### src/rtl/cci_mpf_prim_ram_rd_stream_if.sv
// Request, RAM-port and response signals for the block RAM read streamer.
// The streamer is the slave; the client driving requests and owning the RAM is the master.
interface cci_mpf_prim_ram_rd_stream_if #(
  parameter int N_ENTRIES   = 32,
  parameter int N_DATA_BITS = 64,
  parameter int N_META_BITS = 8
);
  localparam int AW = $clog2(N_ENTRIES);

  logic                   req_en;
  logic [AW-1:0]          req_addr;
  logic [N_META_BITS-1:0] req_meta;
  logic                   req_rdy;
  logic [AW-1:0]          ram_addr;
  logic [N_DATA_BITS-1:0] ram_rdata;
  logic                   rsp_valid;
  logic [N_DATA_BITS-1:0] rsp_data;
  logic [N_META_BITS-1:0] rsp_meta;
  logic                   rsp_deq;
  logic                   error;

  modport slave (
    input  req_en, req_addr, req_meta, ram_rdata, rsp_deq,
    output req_rdy, ram_addr, rsp_valid, rsp_data, rsp_meta, error
  );

  modport master (
    output req_en, req_addr, req_meta, ram_rdata, rsp_deq,
    input  req_rdy, ram_addr, rsp_valid, rsp_data, rsp_meta, error
  );
endinterface

### src/rtl/cci_mpf_prim_ram_rd_stream.sv
// Credit-controlled read streamer for one block RAM port: tracks the fixed read
// latency with a valid/meta pipe and buffers returning data in a fall-through FIFO.
module cci_mpf_prim_ram_rd_stream #(
  parameter int N_ENTRIES      = 32,
  parameter int N_DATA_BITS    = 64,
  parameter int N_META_BITS    = 8,
  parameter int N_READ_LATENCY = 1,
  parameter int N_RSP_ENTRIES  = N_READ_LATENCY + 2
) (
  input  logic                         clk,
  input  logic                         reset_n,
  cci_mpf_prim_ram_rd_stream_if.slave  rd
);
  localparam int AW = $clog2(N_ENTRIES);
  localparam int L  = N_READ_LATENCY;
  localparam int PW = (N_RSP_ENTRIES > 1) ? $clog2(N_RSP_ENTRIES) : 1;
  localparam int CW = $clog2(N_RSP_ENTRIES + 1);

  logic [CW-1:0]          credits;
  logic                   req_rdy;
  logic                   accept;
  logic [AW-1:0]          ram_addr_q;

  logic [L:1]                  vld_pipe;
  logic [L:1][N_META_BITS-1:0] meta_pipe;

  logic [N_DATA_BITS-1:0] fifo_data [N_RSP_ENTRIES];
  logic [N_META_BITS-1:0] fifo_meta [N_RSP_ENTRIES];
  logic [PW-1:0]          wr_ptr, rd_ptr;
  logic [CW-1:0]          count;
  logic                   rsp_valid;
  logic                   fifo_wr, fifo_rd, fifo_push, overflow;
  logic                   err_q;

  function automatic logic [PW-1:0] ptr_inc(input logic [PW-1:0] p);
    return (p == PW'(N_RSP_ENTRIES - 1)) ? '0 : p + 1'b1;
  endfunction

  // Credits alone gate acceptance so nothing in flight can ever overflow the FIFO.
  assign req_rdy     = (credits != '0);
  assign accept      = rd.req_en && req_rdy;
  assign rd.req_rdy  = req_rdy;
  assign rd.ram_addr = accept ? rd.req_addr : ram_addr_q;

  always_ff @(posedge clk) begin
    if (!reset_n)    ram_addr_q <= '0;
    else if (accept) ram_addr_q <= rd.req_addr;
  end

  always_ff @(posedge clk) begin
    if (!reset_n) begin
      vld_pipe <= '0;
    end else begin
      vld_pipe[1] <= accept;
      for (int i = 2; i <= L; i++) vld_pipe[i] <= vld_pipe[i-1];
    end
  end

  always_ff @(posedge clk) begin
    meta_pipe[1] <= rd.req_meta;
    for (int i = 2; i <= L; i++) meta_pipe[i] <= meta_pipe[i-1];
  end

  assign rsp_valid = (count != '0);
  assign fifo_wr   = vld_pipe[L];
  assign fifo_rd   = rd.rsp_deq && rsp_valid;
  assign overflow  = fifo_wr && !fifo_rd && (count == CW'(N_RSP_ENTRIES));
  assign fifo_push = fifo_wr && !overflow;

  always_ff @(posedge clk) begin
    if (!reset_n) begin
      wr_ptr <= '0;
      rd_ptr <= '0;
      count  <= '0;
    end else begin
      if (fifo_push) wr_ptr <= ptr_inc(wr_ptr);
      if (fifo_rd)   rd_ptr <= ptr_inc(rd_ptr);
      count <= count + CW'(fifo_push) - CW'(fifo_rd);
    end
  end

  always_ff @(posedge clk) begin
    if (fifo_push) begin
      fifo_data[wr_ptr] <= rd.ram_rdata;
      fifo_meta[wr_ptr] <= meta_pipe[L];
    end
  end

  always_ff @(posedge clk) begin
    if (!reset_n) credits <= CW'(N_RSP_ENTRIES);
    else          credits <= credits - CW'(accept) + CW'(fifo_rd);
  end

  // A pop of an empty FIFO is ignored apart from raising the sticky flag.
  always_ff @(posedge clk) begin
    if (!reset_n)                                       err_q <= 1'b0;
    else if ((rd.rsp_deq && !rsp_valid) || overflow)    err_q <= 1'b1;
  end

  assign rd.rsp_valid = rsp_valid;
  assign rd.rsp_data  = fifo_data[rd_ptr];
  assign rd.rsp_meta  = fifo_meta[rd_ptr];
  assign rd.error     = err_q;

  logic [CW-1:0] inflight;
  always_comb begin
    inflight = '0;
    for (int i = 1; i <= L; i++) inflight = inflight + CW'(vld_pipe[i]);
  end

  a_credit_inv: assert property (@(posedge clk) disable iff (!reset_n)
    (32'(credits) + 32'(inflight) + 32'(count)) == N_RSP_ENTRIES);
  a_no_overflow: assert property (@(posedge clk) disable iff (!reset_n) !overflow);

  generate
    if (N_ENTRIES < (2 ** AW)) begin : g_addr_chk
      a_addr_range: assert property (@(posedge clk) disable iff (!reset_n)
        accept |-> (32'(rd.req_addr) < N_ENTRIES));
    end
    if (N_READ_LATENCY < 1) begin : g_lat_chk
      $error("N_READ_LATENCY must be >= 1");
    end
  endgenerate
endmodule

### src/flat_wrapper.sv
// flat-port wrapper written by rule: the top's interface ports become plain ports
module cci_mpf_prim_ram_rd_stream_flat 
#(
  parameter int N_ENTRIES      = 32,
  parameter int N_DATA_BITS    = 64,
  parameter int N_META_BITS    = 8,
  parameter int N_READ_LATENCY = 1,
  parameter int N_RSP_ENTRIES  = N_READ_LATENCY + 2
)
  (clk, reset_n, rd_req_en, rd_req_addr, rd_req_meta, rd_ram_rdata, rd_rsp_deq, rd_req_rdy, rd_ram_addr, rd_rsp_valid, rd_rsp_data, rd_rsp_meta, rd_error);
  cci_mpf_prim_ram_rd_stream_if #(.N_ENTRIES(N_ENTRIES), .N_DATA_BITS(N_DATA_BITS), .N_META_BITS(N_META_BITS)) rd_i ();
  input  logic clk;
  input  logic reset_n;
  input wire logic [$bits(rd_i.req_en)-1:0] rd_req_en;
  input wire logic [$bits(rd_i.req_addr)-1:0] rd_req_addr;
  input wire logic [$bits(rd_i.req_meta)-1:0] rd_req_meta;
  input wire logic [$bits(rd_i.ram_rdata)-1:0] rd_ram_rdata;
  input wire logic [$bits(rd_i.rsp_deq)-1:0] rd_rsp_deq;
  output wire logic [$bits(rd_i.req_rdy)-1:0] rd_req_rdy;
  output wire logic [$bits(rd_i.ram_addr)-1:0] rd_ram_addr;
  output wire logic [$bits(rd_i.rsp_valid)-1:0] rd_rsp_valid;
  output wire logic [$bits(rd_i.rsp_data)-1:0] rd_rsp_data;
  output wire logic [$bits(rd_i.rsp_meta)-1:0] rd_rsp_meta;
  output wire logic [$bits(rd_i.error)-1:0] rd_error;
  assign rd_i.req_en = rd_req_en;
  assign rd_i.req_addr = rd_req_addr;
  assign rd_i.req_meta = rd_req_meta;
  assign rd_i.ram_rdata = rd_ram_rdata;
  assign rd_i.rsp_deq = rd_rsp_deq;
  assign rd_req_rdy = rd_i.req_rdy;
  assign rd_ram_addr = rd_i.ram_addr;
  assign rd_rsp_valid = rd_i.rsp_valid;
  assign rd_rsp_data = rd_i.rsp_data;
  assign rd_rsp_meta = rd_i.rsp_meta;
  assign rd_error = rd_i.error;
  cci_mpf_prim_ram_rd_stream #(.N_ENTRIES(N_ENTRIES), .N_DATA_BITS(N_DATA_BITS), .N_META_BITS(N_META_BITS), .N_READ_LATENCY(N_READ_LATENCY), .N_RSP_ENTRIES(N_RSP_ENTRIES)) u_core (.clk(clk), .reset_n(reset_n), .rd(rd_i));
endmodule
### config.mk
export PLATFORM = sky130hd
export DESIGN_NAME = cci_mpf_prim_ram_rd_stream_flat
export DESIGN_NICKNAME = d
export VERILOG_FILES = /design/src/rtl/cci_mpf_prim_ram_rd_stream_if.sv /design/src/rtl/cci_mpf_prim_ram_rd_stream.sv /design/src/flat_wrapper.sv
export SDC_FILE = /design/constraint.sdc
export NUM_CORES = 1
export LEC_CHECK = 0
export CAP_MARGIN = 15
export CORE_MARGIN = 3
export CORE_UTILIZATION = 47
export CTS_CLUSTER_DIAMETER = 150
export DETAILED_ROUTE_END_ITERATION = 6
export PLACE_DENSITY = 0.83
export REMOVE_ABC_BUFFERS = 1
export SLEW_MARGIN = 30
export SYNTH_ARGS = -nofsm -noshare
export SYNTH_HDL_FRONTEND = slang
export SYNTH_SLANG_ARGS = --single-unit
### constraint.sdc
create_clock -name clk -period 6.6 [get_ports clk]
set_input_delay 0.66 -clock clk [delete_from_list [all_inputs] [get_ports clk]]
set_output_delay 0.66 -clock clk [all_outputs]
set_load 0.05 [all_outputs]
-- After elaboration in Yosys (flattened, before gate mapping)
Memories as Yosys holds them, arrays and structs flattened. A register that Yosys moved wholly into a read port is not among the register bits.
Index checks and enable logic that the tools add are counted.
- mux-type cells: 9
- equal/unequal tests: 3
- add/subtract/negate cells: 6
- reduce and logical (&&, ||, !) cells: 12
- operators by type and width (operator ; number):
    2-bit 2-to-1 mux ; 6
    2-bit == test (second input constant) ; 3
    1-bit logical AND ; 6
    5-bit 2-to-1 mux ; 1
    2-bit by 1-bit adder with 2-bit output ; 2
    2-bit by 1-bit adder with 2-bit output (second input constant) ; 2
    2-bit nonzero test ; 2
    2-bit by 1-bit subtractor with 2-bit output ; 2
    1-bit logical NOT ; 3
    1-bit 2-to-1 mux ; 2
    1-bit logical OR ; 1
- output and inout bits: 80
- register bits: 23
- memories: 2
- bits in writable memories: 216
- memories (name ; depth ; width ; rd ports ; clocked after Yosys merged registers in ; write ports ; RTL line ; source):
    u_core.fifo_data ; 3 ; 64 ; 1 ; 1 ; 1 ; cci_mpf_prim_ram_rd_stream.sv:27 ; logic [N_DATA_BITS-1:0] fifo_data [N_RSP_ENTRIES];
    u_core.fifo_meta ; 3 ; 8 ; 1 ; 1 ; 1 ; cci_mpf_prim_ram_rd_stream.sv:28 ; logic [N_META_BITS-1:0] fifo_meta [N_RSP_ENTRIES];

-- Longest topological paths before layout
- word-level depth: 9
- mapped depth: 8

-- Worst setup path after synthesis
Ideal clock, no wire load.
- path kind: in2reg
- from: in rd_rsp_deq
- to: mem u_core.fifo_data[2][0] (enable)
- setup time: 605 ps
- setup slack: -157 ps
- path buffers: 0
- arrival: 6152 ps
- required time: 5995 ps
- cell stages on the path: 3
- path through: nand3b_1 -> nand2_1 -> nor3b_1
- word-level cells in the longest chain between the ends: 8
- RTL lines (what ; RTL line ; source):
    start, declared ; flat_wrapper.sv:18 ; input wire logic [$bits(rd_i.rsp_deq)-1:0] rd_rsp_deq;
    1-bit logical AND ; cci_mpf_prim_ram_rd_stream.sv:66 ; assign fifo_rd = rd.rsp_deq && rsp_valid;
    1-bit logical NOT ; cci_mpf_prim_ram_rd_stream.sv:67 ; assign overflow = fifo_wr && !fifo_rd && (count == CW'(N_RSP_ENTRIES));
    1-bit logical AND (2 in series) ; cci_mpf_prim_ram_rd_stream.sv:67 ;
    1-bit logical NOT ; cci_mpf_prim_ram_rd_stream.sv:68 ; assign fifo_push = fifo_wr && !overflow;
    1-bit logical AND ; cci_mpf_prim_ram_rd_stream.sv:68 ;
    1-bit 2-to-1 mux ; cci_mpf_prim_ram_rd_stream.sv:83 ; if (fifo_push) begin
    1-bit 2-to-1 mux (not written as such) ; cci_mpf_prim_ram_rd_stream.sv:84 ; fifo_data[wr_ptr] <= rd.ram_rdata;
    end, declared ; cci_mpf_prim_ram_rd_stream.sv:27 ;
Every way passes these cells.

==> results.md <==
- Clock Latency Late Sink: 0.49 ns
- I/O pin total: 161
- Most common cell after layout, fill and taps aside: edfxtp_1
- Logic pwr share: 26.6%
- Max-cap violations: 0
- Max clock buf depth: 3
- Switching part of the total power: 31.12%
- Clock Skew: 0.01242 ns
- Hold-fix buffers, CTS: 0
- Final WS setup: 2.750 ns
- Worst IR Drop VDD: 268.8 µV
- Worst Tran Pin Value: 0.7550 ns
- HPWL after detailed placement: 11020 µm
- Initial antenna violation count: 0
- DRT iter0 DRCs: 265
- Setup Buffers After CTS: 0
- Layout Nets: 790
- Clock Pin Slew Worst Setup and Hold Paths: 0.06 ns
- Synthesized area per cell: 16.38 µm²
- Core footprint: 0.01821 mm²
- Final Hold Viols: 0
- Global-route usage over all layers: 16.34%
- Initial Util: 48.49%
- Internal Pwr Total: 2801 µW
- CTS tree: yes
- Worst Hold Class: register to register
- WP data arrival: 3.19 ns
- Clk pwr share: 28.7%
- Max_slew headroom: 49.67%
- Setup violators final: 0
- Ant diodes: 0
- PostCTS Resize Cnt: 0
- Cells after Synth: 539
- Flop pwr share: 44.7%
- Die Wd: 143.1 µm
- Worst Setup Start Kind: register
- GRT overflow: 0
- Pwr Density: 358.7 mW/mm²
- Max-slew violations: 0
- Die Ht: 143.1 µm
- Clock buffer count from CTS: 23
- Crit-path max FO: 37
- Post-synthesis sequential area ratio: 79.13%
- ANT nets after route: 0
- Cell Area, Synth: 0.008830 mm²
- Filler cells: 1313
- Fin crit period: 3.850 ns
- Vias in the first global route: 5258
- Clock root cell: clkbuf_16
- Layout cell share with drive strength beyond 1: 5.956%
- Flops & latches, synth: 241
- P_leak: 0.003683 µW
- Netlist cell types: 32
- WP data required: 5.94 ns
- Reg2reg setup slack: 4.10 ns
- Worst setup path category: register to primary output
- Switch Pwr: 1265 µW
- Largest net degree at the start of global routing: 80
- Via count: 4905
- Setup TNS: 0 ns
- DRC viols: 0
- Clock sink count: 241
- CP endpoint kind: primary output
- CTS H-tree lvls: 1
- Final std cells w/o fill: 951
- Routed length per instance: 17.92 µm
- Final WL: 17040 µm
- Final period util: 58.33%
- DP Cell Count: 910
- RSZ-0062 raised after global routing: false
- Global-route wire length before repair: 26410 µm
- F_max: 259.8 MHz
- Row cnt: 49
- Total Die Area: 0.02047 mm²
- Vias per cell: 5.158
- Place WS: 3.230 ns
- Initial DRT Pass Iterations: 5
- Port buffer count: 160
- Most used cells in the layout excluding fill and tap cells: edfxtp_1 (216), clkdlybuf4s50_1 (160), nand2_1 (75), mux2i_1 (73), o21ai_1 (71)
- Synth-to-layout area growth: 28.38%
- Placer congestion estimate: 0.7592
- Synth warnings: 0
- Status: complete, no violations
[cell families (layout without fill, tap and decap cells)]
kind of cell	after synthesis	count (layout)	share of synthesized area [%]
AOI/OAI and AO/OA	83	83	4.861
adders and majority gates	3	3	0.4252
DFF	241	241	79.13
muxes	78	78	8.913
xor gates and xnor gates	3	3	0.2976
and+or+nand+nor	97	97	4.733
buffers and inverters	34	217	1.644
[metrics by stage]
stage | power [µW] | cell area, µm² | util [%] | hold slack, ns
4_1_cts | 4105 | 11340 | 62.26 | 0.4541
3_3_place_gp | 2908 | 10670 | 58.60 | 0.4268
6_report | 4067 | 11340 | 62.26 | 0.4583
2_1_floorplan | 2568 | 8722 | - | 0.4210
3_5_place_dp | 2932 | 10670 | 58.60 | 0.4422
5_1_grt | 4220 | 11340 | 62.26 | 0.4591
[worst paths after layout]
| path | start | endpoint | cells after the start |
|---|---|---|---|
| min | u_core.meta_pipe[6] | u_core.fifo_meta[0][6] | 0 |
| max | register | rd_rsp_data[53] | 4 |
| max reg2reg | u_core.count[1] | u_core.fifo_data[0][33] | 4 |
| min reg2reg | u_core.meta_pipe[6] | u_core.fifo_meta[0][6] | 0 |
[synth_stat cells]
master	number	area, µm²
or4_4	1	11.26
o21ai_2	1	8.760
mux2_1	5	56.30
nor2_1	4	15.01
mux2i_1	73	730.7
a21boi_1	1	7.510
inv_1	9	33.78
a21oi_2	1	8.760
and2_1	5	31.28
or3_1	1	6.260
or2_2	1	6.260
o21ai_0	4	20.02
nand3_1	2	10.01
xnor2_1	1	8.760
clkbuf_1	8	30.03
buf_1	6	22.52
nand3b_1	1	7.510
a221oi_1	1	8.760
nand2_1	75	281.5
nor2b_1	3	18.77
dfxtp_1	25	500.5
nand2b_1	1	6.260
o21ai_1	71	355.3
buf_2	8	40.04
buf_4	2	15.01
and3b_1	1	8.760
ha_1	3	37.54
xor2_1	2	17.52
edfxtp_1	216	6486
inv_2	1	3.750
nor3b_1	2	15.01
a21oi_1	4	20.02
[state kept, by name, indices dropped and copies added (netlist names), 2 cells and up, named ones only]
name               cells
u_core.fifo_data     192
u_core.rd_ptr          2
u_core.wr_ptr          2
u_core.credits         2
u_core.meta_pipe       8
u_core.count           2
u_core.ram_addr_q      5
u_core.fifo_meta      24
[worst max-delay path: stages, from the launching register on]
cell and delay [ns]:
dfxtp_4 0.78, buf_4 0.66, mux2i_1 0.16, o21ai_1 0.24
clkdlybuf4s50_1 0.85
[power by group through the flow]
stage	registers [µW]	logic, µW	clock network, µW
after floorplan	1870	703	0
after CTS	1820	1090	1190
after detailed placement	1850	1080	0
after global routing	1830	1140	1250
final	1820	1080	1170
after global placement	1840	1060	0
[area by class of cell]
type	instances	area, µm²	share of cell area [%]
Clock inverter	3	13.76	0.1214
Multi-Input combinational cell	264	1703	15.02
Inverter	10	40.04	0.3532
Timing Repair Buffer	166	1647	14.53
Sequential cell	241	6994	61.70
Tap cell	229	286.5	2.528
Clock buffer	38	651.9	5.751
[per-layer routing]
metal / track usage [%] / part of all wire [%] / vias to the layer above
met2: 28.46 / 50 / 172
met1: 20.14 / 41 / 2359
met5: 0 / 0 / -
li1: - / - / 2339
met3: 4.153 / 7.1 / 35
met4: 5.103 / 2.1 / 0
Note: power is estimated with default switching activity, not from simulation.
